[src/rtl/delay_align.sv]
// rtl/delay_align.sv - aligns an early lane to a skewed late lane via a small FIFO
//
// Purpose: the early lane is buffered in a DEPTH-entry FIFO; each late-lane beat
// pops the head and both words leave together as one registered aligned pair.
// Optional macro DELAY_ALIGN_ERRCNT_EN enables the saturating error counter.
//
// Ports:
//   clk, reset      rising-edge clock, synchronous active-high reset
//   clear           synchronous flush, same effect as reset
//   in_e_vld/data   early lane (no backpressure)
//   in_l_vld/data   late lane (no backpressure)
//   out_vld         aligned pair valid (registered)
//   out_e_data      early word of the pair
//   out_l_data      late word of the pair
//   level           early words currently buffered
//   err_ovf         1-cycle pulse, early word dropped on full FIFO
//   err_unf         1-cycle pulse, late word dropped with no early word available
//   err_cnt         saturating error count (0 when DELAY_ALIGN_ERRCNT_EN undefined)

module delay_align #(
    parameter int E_WIDTH = 8,
    parameter int L_WIDTH = 8,
    parameter int DEPTH   = 4
) (
    input  logic                       clk,
    input  logic                       reset,
    input  logic                       clear,
    input  logic                       in_e_vld,
    input  logic [E_WIDTH-1:0]         in_e_data,
    input  logic                       in_l_vld,
    input  logic [L_WIDTH-1:0]         in_l_data,
    output logic                       out_vld,
    output logic [E_WIDTH-1:0]         out_e_data,
    output logic [L_WIDTH-1:0]         out_l_data,
    output logic [$clog2(DEPTH):0]     level,
    output logic                       err_ovf,
    output logic                       err_unf,
    output logic [15:0]                err_cnt
);

    localparam int AW = $clog2(DEPTH);

    logic [E_WIDTH-1:0] mem [DEPTH];
    logic [AW:0]        wr_ptr;
    logic [AW:0]        rd_ptr;

    logic flush;
    logic empty;
    logic full;
    logic pop;
    logic bypass;
    logic push;
    logic ovf;
    logic unf;
    logic [E_WIDTH-1:0] head;

    assign flush = reset | clear;

    // Extra wrap bit distinguishes full from empty when the index bits match.
    assign empty = (wr_ptr == rd_ptr);
    assign full  = (wr_ptr[AW] != rd_ptr[AW]) && (wr_ptr[AW-1:0] == rd_ptr[AW-1:0]);
    assign level = wr_ptr - rd_ptr;
    assign head  = mem[rd_ptr[AW-1:0]];

    always_comb begin
        pop    = in_l_vld && !empty;
        // Zero skew: pair the words directly and leave the FIFO untouched.
        bypass = in_l_vld && empty && in_e_vld;
        // On full, a simultaneous pop frees the head slot, so the push may
        // reuse it: the read sees the old word, the write lands at the edge.
        push   = in_e_vld && !bypass && (!full || pop);
        ovf    = in_e_vld && full && !pop;
        unf    = in_l_vld && empty && !in_e_vld;
    end

    always_ff @(posedge clk) begin
        if (push) begin
            mem[wr_ptr[AW-1:0]] <= in_e_data;
        end
    end

    always_ff @(posedge clk) begin
        if (flush) begin
            wr_ptr     <= '0;
            rd_ptr     <= '0;
            out_vld    <= 1'b0;
            out_e_data <= '0;
            out_l_data <= '0;
            err_ovf    <= 1'b0;
            err_unf    <= 1'b0;
        end else begin
            if (push) begin
                wr_ptr <= wr_ptr + 1'b1;
            end
            if (pop) begin
                rd_ptr <= rd_ptr + 1'b1;
            end
            out_vld <= pop | bypass;
            if (pop) begin
                out_e_data <= head;
                out_l_data <= in_l_data;
            end else if (bypass) begin
                out_e_data <= in_e_data;
                out_l_data <= in_l_data;
            end
            err_ovf <= ovf;
            err_unf <= unf;
        end
    end

`ifdef DELAY_ALIGN_ERRCNT_EN
    logic [15:0] err_cnt_q;
    logic [16:0] cnt_sum;

    // Counter moves on the same edge that raises the pulse it counts.
    always_comb begin
        cnt_sum = {1'b0, err_cnt_q} + {16'b0, ovf} + {16'b0, unf};
    end

    always_ff @(posedge clk) begin
        if (flush) begin
            err_cnt_q <= '0;
        end else if (cnt_sum[16]) begin
            err_cnt_q <= 16'hFFFF;
        end else begin
            err_cnt_q <= cnt_sum[15:0];
        end
    end

    assign err_cnt = err_cnt_q;
`else
    assign err_cnt = '0;
`endif

endmodule

[config.mk]
export PLATFORM = sky130hd
export DESIGN_NAME = delay_align
export DESIGN_NICKNAME = d
export VERILOG_FILES = /design/src/rtl/delay_align.sv
export SDC_FILE = /design/constraint.sdc
export NUM_CORES = 1
export LEC_CHECK = 0
export CAP_MARGIN = 25
export CORE_MARGIN = 5
export CORE_UTILIZATION = 35
export CTS_CLUSTER_DIAMETER = 40
export DETAILED_ROUTE_END_ITERATION = 6
export HOLD_SLACK_MARGIN = 0.05
export PLACE_DENSITY_LB_ADDON = 0.1
export SYNTH_ARGS = -nofsm -noshare
export SYNTH_HDL_FRONTEND = slang
export SYNTH_SLANG_ARGS = --single-unit
[constraint.sdc]
create_clock -name clk -period 2.4 [get_ports clk]
set_clock_uncertainty 0.15 [all_clocks]
set_input_delay 0.72 -clock clk [delete_from_list [all_inputs] [get_ports clk]]
set_output_delay 0.72 -clock clk [all_outputs]
set_load 0.03 [all_outputs]
==> flow_summary_export.csv <==
group,metric,value,unit
status,status,"finished with violations",
status,failed_checks,"setup timing",
finish,layout_commonest_cell,"clkdlybuf4s50_1",
route,drt-initial-drc-count,76,
critical_path,path_class,"flop to primary output",
finish,nNetsFinal,288,
place,port_buffers,42,
finish,num_antenna_cells,0,
place,dp_cells,344,
critical_path,r2r_slack,350,ps
global_route,grt_pass1_wl,8397,um
min_path,whs_path_depth,2,
floorplan,dieArea,0.009225,sq mm
timing,period_share,100.5,%
critical_path,cp_cell_sequence,"inv_2, ha_4, fa_2, inv_2, buf_6",
critical_path,startpoint_type,"flop",
critical_path,end_kind,"primary output",
clock_tree,cts_tree,"done",
min_path,min_to,"out_l_data[7]",
clock_tree,clock-sinks,59,
finish,drive_above_1_share,26.14,%
floorplan,die_h,96.05,um
yosys,synth_mux_area_share,7.726,%
power_and_ir_drop,p_clk_share,44.4,%
place,pre_cts_ws,-298.1,ps
critical_path,crit-reg2reg-launch,"wr_ptr[0]",
timing,tightestPinTransition,780.8,ps
timing,fin_tns_setup,-12.07,ps
yosys,synth_top_family_by_area,"compound AO/OA/AOI/OAI gates",
timing,slew_headroom,47.76,%
timing,setup_ws,-12.07,ps
critical_path,crit_top_cell,"inv_2",
clock_tree,clock_latency,340,ps
route,routed.top_layer,"met4",
power_and_ir_drop,p_seq_share,45.6,%
clock_tree,htreeDepth,3,
finish,seqCellArea,0.001505,sq mm
route,met2WireLength,2462,um
route,via_per_inst,4.452,
yosys,synth_cell_types,36,
power_and_ir_drop,p_total,0.002403,W
clock_tree,clockBufferDepth,2,
timing,final.min_clock_period,2412,ps
yosys,synth_xor_area_share,2.849,%
global_route,track_usage,12.82,%
yosys,synth_compound_area_share,9.561,%
timing,maxSlewViolCount,0,
route,wire_per_inst,14.99,um
yosys,synth-seq-cells,59,
power_and_ir_drop,vdd_drop_max,0.0003509,V
clock_tree,cts_root_buffer,"clkbuf_8",
route,wl,5440,um
finish,stdcell_count,363,
yosys,synth_area,0.002591,sq mm
place,globalplace.congestion,0.7186,
floorplan,start_util,35.92,%
flow_run,maxCapViolCount,0,
critical_path,crit_path_max_fanout,2,
critical_path,arrival,1540,ps
clock_tree,clk_pin_slew_worst_paths,60,ps
finish,layout_common_cells,"clkdlybuf4s50_1, edfxtp_1, dfxtp_1",
timing,hold_viol,0,
timing,setup_viol,1,
critical_path,cpPeakStageDelay,520,ps
floorplan,rows,31,
power_and_ir_drop,net-switching-power,0.0005337,W
place,dp_hpwl,3758,um
yosys,synth-seq-area-share,57.94,%
route,via_count,1616,
power_and_ir_drop,switching_share,22.21,%
min_path,min_from,"out_l_data[7]",
timing,rsz0062_at_grt,"yes",
min_path,hold_path.class,"flop to flop",
power_and_ir_drop,internal_power,0.001869,W
finish,multi_input_area,938.4,sq um
route,route.detailed.drc,0,
power_and_ir_drop,power.density,711.6,mW/mm^2
clock_tree,cts_made_buffers,9,
yosys,syn-instance-count,202,
global_route,grt.overflow.total,0,
critical_path,crit_slowest_cell,"fa_2",
route,wl_met1,2492,um
critical_path,r2r_end,"out_e_data[5]",
critical_path,worstRegToRegCells,7,
global_route,grt_max_degree,18,
power_and_ir_drop,power_frac_comb,10.0,%
yosys,syn_area_per_cell,12.83,sq um
yosys,yosys_warnings,0,
finish,syn2layout_area_growth,30.32,%
global_route,grt_pass1_vias,1605,
finish,fillerInstances,669,
global_route,antenna_found_initial,0,
floorplan,ios,59,
route,drtPass1Iterations,4,
route,dr_wl_met3,406,um
timing,fmaxAchievable,414.6,MHz
finish,finalCoreUtilization,46.81,%
yosys,synthSimpleGateAreaFrac,9.029,%
floorplan,dieWidth,96.05,um
route,ant_nets,0,
yosys,synth_adder_area_share,4.153,%
critical_path,crit_required,1530,ps
floorplan,core-area,0.007214,sq mm
power_and_ir_drop,p_leak,1.214,nW
==> layer usage <==
metal	vias up	track usage, %
li1	788	-
met1	766	16.64
met2	52	18.92
met3	10	5.395
met4	0	4.976
met5	-	0
==> cell usage after synthesis, drive strengths merged <==
| library cell | count | area, sq um |
|---|---|---|
| o211ai | 7 | 52.55 |
| mux2i | 2 | 20.02 |
| nor2 | 16 | 62.56 |
| nand2 | 20 | 95.09 |
| inv | 9 | 33.78 |
| o21ai | 12 | 75.08 |
| a21oi | 12 | 90.09 |
| or3 | 1 | 6.260 |
| or2 | 2 | 12.51 |
| dfxtp | 27 | 540.5 |
| nor3 | 2 | 10.01 |
| xor2 | 4 | 42.55 |
| fa | 1 | 20.02 |
| ha | 7 | 87.58 |
| conb | 1 | 3.750 |
| xnor3 | 1 | 22.52 |
| o31a | 1 | 8.760 |
| nand3 | 8 | 40.04 |
| o31ai | 1 | 21.27 |
| buf | 22 | 172.7 |
| xnor2 | 1 | 8.760 |
| clkbuf | 4 | 16.26 |
| edfxtp | 32 | 960.9 |
| nand3b | 1 | 7.510 |
| mux4 | 8 | 180.2 |
==> power by group through the flow <==
stage / combinational (W) / sequential [W] / clock [W]
finish: 0.000241 / 0.00110 / 0.00107
detailed placement: 0.000238 / 0.00112 / 0
floorplan: 0.000144 / 0.00113 / 0
global route: 0.000260 / 0.00110 / 0.00114
global placement: 0.000239 / 0.00112 / 0
CTS: 0.000242 / 0.00110 / 0.00110
==> critical path, delay by kind of cell, from the launching register on <==
kind / cells / cell delay [ps]
buffers and inverters: 3 / 200
DFF: 1 / 330
adders and majority gates: 2 / 670
==> flip-flops by register name (all words and copies together), names as in the netlist, named ones only <==
register,flops
out_vld,1
out_e_data,8
out_l_data,8
rd_ptr,3
mem,32
err_ovf,1
wr_ptr,3
err_unf,1
==> kinds of logic (layout without fill, tap and decap cells) <==
| logic type | after synthesis | count (layout) |
|---|---|---|
| DFF | 59 | 59 |
| and+or+nand+nor | 50 | 50 |
| buffers and inverters | 35 | 82 |
| AOI/OAI and AO/OA | 33 | 33 |
| muxes | 10 | 10 |
| adders and majority gates | 8 | 8 |
| xor gates and xnor gates | 6 | 6 |
| other | 1 | 16 |
==> area by class of cell <==
type | instances | area share (%)
Sequential cell | 59 | 44.57
Clock inverter | 5 | 3.001
Multi-Input combinational cell | 123 | 27.79
Timing Repair Buffer | 57 | 16.08
Tap cell | 99 | 3.668
Clock buffer | 11 | 3.890
Inverter | 9 | 1.000
==> through the flow <==
stage	area, sq um	hold WS (ps)
after floorplan	2648	348.5
final	3377	315.7
after detailed placement	3100	306.4
after global routing	3377	336.3
after CTS	3369	317.2
after global placement	3100	305.4
==> worst max-delay path by stage <==
stage                     startpoint         to  slack, ps  cells past startpoint
after CTS                  wr_ptr[0]   level[1]        -40                      5
after global routing       wr_ptr[0]   level[1]        -80                      5
after detailed placement    in_l_vld  mem[3][7]       -300                      4
after floorplan            wr_ptr[0]   level[2]         20                      4
after global placement      in_l_vld  mem[1][7]       -250                      4
final                      wr_ptr[0]   level[1]        -10                      5
==> what timing repair did <==
action,in CTS,in global routing
endpoints found under the setup margin,3,2
setup buffers,2,1
hold buffers,0,0
endpoints found under the hold margin,0,0
gates resized for setup,11,0
cloned,0,0
pin swaps,1,0
No activity file was read; power rests on OpenSTA's default activity.
